--- src/rtl/snake_body_buffer_if.sv ---
// rtl/snake_body_buffer_if.sv - control, step and render-query signals of the snake body store
interface snake_body_buffer_if #(
    parameter int COORD_BITS = 7,
    parameter int LEN_BITS   = 6
);
    logic                  init;
    logic                  game_tik;
    logic [1:0]            dir;
    logic                  grow;
    logic [COORD_BITS-1:0] query_x;
    logic [COORD_BITS-1:0] query_y;
    logic [COORD_BITS-1:0] snake_head_x;
    logic [COORD_BITS-1:0] snake_head_y;
    logic [LEN_BITS-1:0]   snake_length;
    logic [1:0]            cell_type;
    logic                  busy;
    logic                  step_done;
    logic                  collision_detected;

    modport master (
        output init, game_tik, dir, grow, query_x, query_y,
        input  snake_head_x, snake_head_y, snake_length, cell_type,
               busy, step_done, collision_detected
    );

    modport slave (
        input  init, game_tik, dir, grow, query_x, query_y,
        output snake_head_x, snake_head_y, snake_length, cell_type,
               busy, step_done, collision_detected
    );
endinterface

--- src/rtl/snake_body_buffer.sv ---
// rtl/snake_body_buffer.sv - snake segment store with stepping, growth, self-collision scan and cell query
module snake_body_buffer #(
    parameter int COORD_BITS = 7,
    parameter int GRID_W     = 80,
    parameter int GRID_H     = 60,
    parameter int MAX_LEN    = 32,
    parameter int LEN_BITS   = 6,
    parameter int INIT_LEN   = 3,
    parameter int WRAP       = 0,
    parameter int START_X    = 20,
    parameter int START_Y    = 15
) (
    input logic                clock_25,
    input logic                reset,
    snake_body_buffer_if.slave bus
);
    localparam int IDX_BITS = (MAX_LEN > 1) ? $clog2(MAX_LEN) : 1;
    localparam logic [COORD_BITS-1:0] X_MAX   = COORD_BITS'(GRID_W - 1);
    localparam logic [COORD_BITS-1:0] Y_MAX   = COORD_BITS'(GRID_H - 1);
    localparam logic [COORD_BITS-1:0] C_ONE   = COORD_BITS'(1);
    localparam logic [LEN_BITS-1:0]   L_ONE   = LEN_BITS'(1);
    localparam logic [LEN_BITS-1:0]   L_INIT  = LEN_BITS'(INIT_LEN);
    localparam logic [LEN_BITS-1:0]   L_MAX   = LEN_BITS'(MAX_LEN);
    localparam logic [COORD_BITS-1:0] START_YC = COORD_BITS'(START_Y);

    typedef enum logic {S_IDLE = 1'b0, S_SCAN = 1'b1} state_t;

    state_t                r_state, w_state_nxt;
    logic [COORD_BITS-1:0] r_seg_x [MAX_LEN];
    logic [COORD_BITS-1:0] r_seg_y [MAX_LEN];
    logic [LEN_BITS-1:0]   r_len, r_idx;
    logic [1:0]            r_dir, w_dir, r_cell, w_cell;
    logic                  r_coll, r_step_done;
    logic [COORD_BITS-1:0] w_nx, w_ny;
    logic                  w_wall, w_take, w_move, w_scan_last, w_hit, w_body;

    // Tail slots beyond INIT_LEN all collapse onto the last initial segment.
    function automatic logic [COORD_BITS-1:0] start_x(input int i);
        return (i < INIT_LEN) ? COORD_BITS'(START_X - i) : COORD_BITS'(START_X - INIT_LEN + 1);
    endfunction

    always_comb begin
        w_dir  = (bus.dir == {r_dir[1], ~r_dir[0]}) ? r_dir : bus.dir;
        w_nx   = r_seg_x[0];
        w_ny   = r_seg_y[0];
        w_wall = 1'b0;
        case (w_dir)
            2'b00: if (r_seg_x[0] == X_MAX) begin w_nx = '0;    w_wall = (WRAP == 0); end
                   else w_nx = r_seg_x[0] + C_ONE;
            2'b01: if (r_seg_x[0] == '0)    begin w_nx = X_MAX; w_wall = (WRAP == 0); end
                   else w_nx = r_seg_x[0] - C_ONE;
            2'b10: if (r_seg_y[0] == '0)    begin w_ny = Y_MAX; w_wall = (WRAP == 0); end
                   else w_ny = r_seg_y[0] - C_ONE;
            default: if (r_seg_y[0] == Y_MAX) begin w_ny = '0;  w_wall = (WRAP == 0); end
                   else w_ny = r_seg_y[0] + C_ONE;
        endcase
    end

    assign w_take      = bus.game_tik && (r_state == S_IDLE) && !r_coll && !bus.init;
    assign w_move      = w_take && !w_wall;
    assign w_scan_last = (r_idx == r_len - L_ONE);
    assign w_hit       = (r_seg_x[r_idx[IDX_BITS-1:0]] == r_seg_x[0]) &&
                         (r_seg_y[r_idx[IDX_BITS-1:0]] == r_seg_y[0]);

    always_comb begin
        w_body = 1'b0;
        for (int i = 1; i < MAX_LEN; i++) begin
            if (i < int'(r_len) && r_seg_x[i] == bus.query_x && r_seg_y[i] == bus.query_y)
                w_body = 1'b1;
        end
        if (r_seg_x[0] == bus.query_x && r_seg_y[0] == bus.query_y) w_cell = 2'b10;
        else if (w_body)                                             w_cell = 2'b01;
        else                                                         w_cell = 2'b00;
    end

    always_ff @(posedge clock_25 or posedge reset) begin
        if (reset) r_state <= S_IDLE;
        else       r_state <= w_state_nxt;
    end

    always_comb begin
        w_state_nxt = r_state;
        if (bus.init) w_state_nxt = S_IDLE;
        else begin
            case (r_state)
                S_IDLE:  if (w_move)      w_state_nxt = S_SCAN;
                default: if (w_scan_last) w_state_nxt = S_IDLE;
            endcase
        end
    end

    always_comb begin
        bus.busy = (r_state == S_SCAN);
    end

    always_ff @(posedge clock_25 or posedge reset) begin
        if (reset) begin
            for (int i = 0; i < MAX_LEN; i++) begin
                r_seg_x[i] <= start_x(i);
                r_seg_y[i] <= START_YC;
            end
            r_len <= L_INIT; r_idx <= L_ONE; r_dir <= 2'b00;
            r_coll <= 1'b0; r_step_done <= 1'b0; r_cell <= 2'b00;
        end else if (bus.init) begin
            for (int i = 0; i < MAX_LEN; i++) begin
                r_seg_x[i] <= start_x(i);
                r_seg_y[i] <= START_YC;
            end
            r_len <= L_INIT; r_idx <= L_ONE; r_dir <= 2'b00;
            r_coll <= 1'b0; r_step_done <= 1'b0; r_cell <= 2'b00;
        end else begin
            r_step_done <= 1'b0;
            r_cell      <= w_cell;
            if (w_take && w_wall) begin
                r_coll      <= 1'b1;
                r_step_done <= 1'b1;
            end
            if (w_move) begin
                for (int i = 1; i < MAX_LEN; i++) begin
                    r_seg_x[i] <= r_seg_x[i-1];
                    r_seg_y[i] <= r_seg_y[i-1];
                end
                r_seg_x[0] <= w_nx;
                r_seg_y[0] <= w_ny;
                r_dir      <= w_dir;
                r_idx      <= L_ONE;
                if (bus.grow && r_len < L_MAX) r_len <= r_len + L_ONE;
            end
            // The scan always walks the full body so step latency is fixed at the length.
            if (r_state == S_SCAN) begin
                if (w_hit) r_coll <= 1'b1;
                if (w_scan_last) r_step_done <= 1'b1;
                else             r_idx <= r_idx + L_ONE;
            end
        end
    end

    assign bus.snake_head_x       = r_seg_x[0];
    assign bus.snake_head_y       = r_seg_y[0];
    assign bus.snake_length       = r_len;
    assign bus.cell_type          = r_cell;
    assign bus.step_done          = r_step_done;
    assign bus.collision_detected = r_coll;
endmodule
--- src/flat_wrapper.sv ---
// flat-port wrapper written by rule: the top's interface ports become plain ports
module snake_body_buffer_flat 
#(
    parameter int COORD_BITS = 7,
    parameter int GRID_W     = 80,
    parameter int GRID_H     = 60,
    parameter int MAX_LEN    = 32,
    parameter int LEN_BITS   = 6,
    parameter int INIT_LEN   = 3,
    parameter int WRAP       = 0,
    parameter int START_X    = 20,
    parameter int START_Y    = 15
)
  (clock_25, reset, bus_init, bus_game_tik, bus_dir, bus_grow, bus_query_x, bus_query_y, bus_snake_head_x, bus_snake_head_y, bus_snake_length, bus_cell_type, bus_busy, bus_step_done, bus_collision_detected);
  snake_body_buffer_if #(.COORD_BITS(COORD_BITS), .LEN_BITS(LEN_BITS)) bus_i ();
  input logic clock_25;
  input logic reset;
  input wire logic [$bits(bus_i.init)-1:0] bus_init;
  input wire logic [$bits(bus_i.game_tik)-1:0] bus_game_tik;
  input wire logic [$bits(bus_i.dir)-1:0] bus_dir;
  input wire logic [$bits(bus_i.grow)-1:0] bus_grow;
  input wire logic [$bits(bus_i.query_x)-1:0] bus_query_x;
  input wire logic [$bits(bus_i.query_y)-1:0] bus_query_y;
  output wire logic [$bits(bus_i.snake_head_x)-1:0] bus_snake_head_x;
  output wire logic [$bits(bus_i.snake_head_y)-1:0] bus_snake_head_y;
  output wire logic [$bits(bus_i.snake_length)-1:0] bus_snake_length;
  output wire logic [$bits(bus_i.cell_type)-1:0] bus_cell_type;
  output wire logic [$bits(bus_i.busy)-1:0] bus_busy;
  output wire logic [$bits(bus_i.step_done)-1:0] bus_step_done;
  output wire logic [$bits(bus_i.collision_detected)-1:0] bus_collision_detected;
  assign bus_i.init = bus_init;
  assign bus_i.game_tik = bus_game_tik;
  assign bus_i.dir = bus_dir;
  assign bus_i.grow = bus_grow;
  assign bus_i.query_x = bus_query_x;
  assign bus_i.query_y = bus_query_y;
  assign bus_snake_head_x = bus_i.snake_head_x;
  assign bus_snake_head_y = bus_i.snake_head_y;
  assign bus_snake_length = bus_i.snake_length;
  assign bus_cell_type = bus_i.cell_type;
  assign bus_busy = bus_i.busy;
  assign bus_step_done = bus_i.step_done;
  assign bus_collision_detected = bus_i.collision_detected;
  snake_body_buffer #(.COORD_BITS(COORD_BITS), .GRID_W(GRID_W), .GRID_H(GRID_H), .MAX_LEN(MAX_LEN), .LEN_BITS(LEN_BITS), .INIT_LEN(INIT_LEN), .WRAP(WRAP), .START_X(START_X), .START_Y(START_Y)) u_core (.clock_25(clock_25), .reset(reset), .bus(bus_i));
endmodule
--- config.mk ---
export PLATFORM = sky130hd
export DESIGN_NAME = snake_body_buffer_flat
export DESIGN_NICKNAME = d
export VERILOG_FILES = /design/src/rtl/snake_body_buffer_if.sv /design/src/rtl/snake_body_buffer.sv /design/src/flat_wrapper.sv
export SDC_FILE = /design/constraint.sdc
export NUM_CORES = 1
export LEC_CHECK = 0
export ABC_AREA = 1
export ABC_CLOCK_PERIOD_IN_PS = 18850
export BUFFER_PORTS_ARGS = -buffer_cell sky130_fd_sc_hd__buf_2
export CAP_MARGIN = 25
export CORE_MARGIN = 2
export CORE_UTILIZATION = 25
export DETAILED_ROUTE_END_ITERATION = 8
export PLACE_DENSITY = 0.46
export SLEW_MARGIN = 20
export SYNTH_ARGS = -nofsm -noshare
export SYNTH_HDL_FRONTEND = slang
export SYNTH_SLANG_ARGS = --single-unit
--- constraint.sdc ---
create_clock -name clock_25 -period 18.85 [get_ports clock_25]
set_input_delay 3.77 -clock clock_25 [delete_from_list [all_inputs] [get_ports clock_25]]
set_output_delay 3.77 -clock clock_25 [all_outputs]
set_load 0.01 [all_outputs]
==> flow_summary_export.csv <==
group,metric,value,unit
run_status,status,"complete, no violations",
clock_network,clockBufferDepth,3,
sta,rsz0062_at_grt,"no",
layout,utilization,27.96,%
yosys,ys_ff_latch,467,
yosys,syn_area,0.02927,sq mm
routing,routed_wl,134.6,mm
setup_path,cp-end-kind,"register",
routing,firstDrtPassIters,6,
yosys,synthFlopType,"dfrtp_1",
worst_hold_path,hold_path_depth,2,
grt,grt_pass1_vias,27260,
worst_hold_path,hold_path_class,"register to register",
sta,setup_ws,10.89,ns
setup_path,r2r_start,"u_core.bus.snake_head_x[0]$_DFFE_PP0P_",
layout,instances_no_fill,5344,
routing,vias_per_cell,5.322,
clock_network,cts_resized,0,
place,place_inst,5236,
place,portBuffers,45,
sta,setup_viol,0,
yosys,synthCells,3913,
routing,ant_nets,0,
routing,num_vias,28440,
grt,gr-total-overflow,0,
floorplanning,die-area,0.1198,sq mm
worst_hold_path,hold_start,"u_core.r_seg_y[156]$_DFFE_PP1P_",
yosys,synth_area_leaders,"dfrtp_1, dfstp_2, nand2_1, o22ai_1, nand3_1",
setup_path,cp_slowest_cell,"nand2_8",
yosys,synth_edf_count,0,
pwr,total_leakage_power,13.86,nW
layout,fillCellCount,12710,
place,dpl_worst_slack,10.43,ns
clock_network,clock-sinks,467,
clock_network,tritoncts,"yes",
grt,grt_antenna_before_repair,1,
grt,grtUsageTotal,21.80,%
clock_network,root_buffer,"clkbuf_16",
sta,period_share,42.25,%
setup_path,crit_type,"input pin to register",
worst_hold_path,min_to,"u_core.r_seg_y[149]$_DFFE_PP1P_",
sta,slew_violations,0,
routing,drtIter0Drc,3308,
floorplanning,start_util,25.19,%
clock_network,cts_buffers,57,
sta,clock_skew,0.02616,ns
setup_path,path_max_fanout,133,
yosys,synth_area_leader_cell,"dfrtp_1",
grt,grt_pass1_wl,195.7,mm
sta,worstMarginPinSlew,1.034,ns
yosys,syn-num-nets,3943,
sta,maxSlewHeadroom,30.99,%
clock_network,cts.reportedPaths.clkPinSlew,0.07,ns
setup_path,cp_common_cell,"nand2_1",
place,dp_hpwl,88.00,mm
routing,drc,0,
routing,wire_per_inst,25.20,um
setup_path,cp-start-kind,"input pin",
layout,syn_to_final_growth,11.01,%
floorplanning,fp.dieH,346.2,um
yosys,yosysMostFrequentCell,"nand2_1",
sta,fmax,125.6,MHz
clock_network,hold_buffers,0,
pwr,p_per_area,88.50,mW/mm^2
layout,drive_above_1_share,10.79,%
run,cap_viol_max_count,0,
yosys,async_reset_ff_share,100.0,%
setup_path,ff2ff_path_depth,15,
clock_network,htreeDepth,2,
setup_path,max_stage_delay,0.83,ns
clock_network,post-cts-setup-buffer-count,0,
yosys,ys_top_cells_by_count,"nand2_1, inv_1, nand3_1, o22ai_1, dfrtp_1",
layout,nets,3801,
setup_path,r2r_end,"u_core.r_seg_x[106]$_DFFE_PP1P_",
grt,grt_max_degree,161,
floorplanning,core_area,0.1162,sq mm
layout,num_antenna_cells,0,
sta,hold_viol,0,
yosys,synth.avg_cell_area,7.481,sq um
yosys,ys_seq_area_share,40.76,%
yosys,yosys_warnings,0,
setup_path,crit_arrival,8.54,ns
place,gp_congestion,0.8999,
yosys,ys_types,44,
sta,fin_tns_setup,0,ns
setup_path,worstPathRequired,19.43,ns
setup_path,crit_chain,"buf_2 -> inv_2 -> nand2_1 -> nand2_1 -> nand2_1 -> o21ai_2 -> nand2_2 -> o21ai_2 -> nor3_2 -> nand2_8 -> nand2_8 -> buf_4 -> buf_4 -> o21ai_0 -> o21ai_1",
yosys,synth_top_cell_area_share,23.17,%
clock_network,insertion_delay,0.66,ns
setup_path,rrSetupSlack,13.16,ns
pwr,total_power,2.876,mW
pwr,ir_drop,66.37,uV
floorplanning,rows,125,
floorplanning,die_x,346.2,um
sta,min_period,7.964,ns
floorplanning,pin_count,46,
[worst max path at each step]
stage	from	slack [ns]	to	depth (start not counted)
after CTS	bus_dir[1]	11.11	u_core.r_seg_x[106]$_DFFE_PP1P_	15
final	bus_dir[1]	10.89	u_core.r_seg_x[106]$_DFFE_PP1P_	15
after detailed placement	bus_dir[1]	10.43	u_core.r_seg_x[106]$_DFFE_PP1P_	15
after global routing	bus_dir[1]	10.53	u_core.r_seg_x[88]$_DFFE_PP1P_	15
after floorplan	reset	2.38	u_core.bus.busy$_DFF_PP0_	1
after global placement	bus_dir[1]	10.44	u_core.r_seg_x[109]$_DFFE_PP1P_	15
[state kept, by name, indices dropped and copies added, names as in the netlist]
| name | cells |
|---|---|
| u_core.bus.snake_length | 6 |
| u_core.r_seg_y | 217 |
| u_core.r_dir | 2 |
| u_core.bus.collision_detected | 1 |
| u_core.bus.step_done | 1 |
| u_core.r_idx | 6 |
| u_core.bus.snake_head_y | 7 |
| u_core.bus.busy | 1 |
| u_core.r_seg_x | 217 |
| u_core.bus.cell_type | 2 |
| u_core.bus.snake_head_x | 7 |
[per-stage QoR]
step                hold WS, ns  area (sq um)
floorplan                0.4804         29270
global placement         0.4975         30540
detailed placement       0.5021         30580
CTS                      0.5113         32490
global route             0.5281         32490
finish                   0.5117         32490
[cell usage in the layout (no fill, tap or decap), drive strengths merged]
cell | Yosys | layout
a31oi | 1 | 1
a2bb2oi | 1 | 1
o22ai | 353 | 353
clkinv | 10 | 21
nor2b | 1 | 1
nor2 | 182 | 182
inv | 450 | 451
bufinv | 0 | 4
clkbuf | 139 | 92
a211oi | 2 | 2
a22oi | 1 | 1
nor3 | 17 | 17
o31ai | 2 | 2
o2111ai | 10 | 10
dfstp | 196 | 196
ha | 9 | 9
nand2 | 798 | 798
a21oi | 92 | 92
o311ai | 1 | 1
o221ai | 1 | 1
o21ai | 315 | 315
a2111oi | 1 | 1
buf | 170 | 108
and3 | 1 | 1
nand3 | 422 | 422
a221oi | 11 | 11
xor2 | 75 | 75
or2 | 1 | 1
nand4 | 73 | 73
xnor2 | 205 | 205
nand3b | 1 | 1
nor4 | 26 | 26
o211ai | 75 | 75
dfrtp | 271 | 271
[worst max-delay path, delay by kind of cell]
kind            cells  cell delay [ns]
compound gates      4             0.56
buf+inv             4             1.81
simple gates        7             2.00
[cell type report]
class	count	area [sq um]	area share [%]
repair buffers	108	775.7	2.387
multi-input cells	2677	14210	43.75
clock buffers	92	1720	5.294
flip-flops and latches	467	11940	36.74
well taps	1524	1907	5.868
inverters	460	1745	5.371
clock inverters	16	191.4	0.5891
[layer usage]
layer  part of all wire [%]  vias up  GRT usage [%]  routed length, um
met5                      0        -              0                  0
met3                    7.0      219          3.234               9438
met2                     44     1207          33.76              59860
li1                       -    12870              -                  -
met4                    3.9        0          8.038               5207
met1                     45    14140          30.62              60140
[kinds of logic (layout without fill, tap and decap cells)]
family	after synthesis	after routing	share of synthesized area [%]
compound gates	866	866	17.35
xor+xnor	280	280	8.377
fa+ha+maj	9	9	0.3847
buf+inv	769	676	10.76
flops	467	467	40.76
simple gates	1522	1522	22.37
[report_power, final]
| part | internal, mW | switching [mW] |
|---|---|---|
| registers | 1.09 | 0.0671 |
| clock network | 0.676 | 0.487 |
| logic | 0.155 | 0.399 |
(Power assumes the default switching activity.)
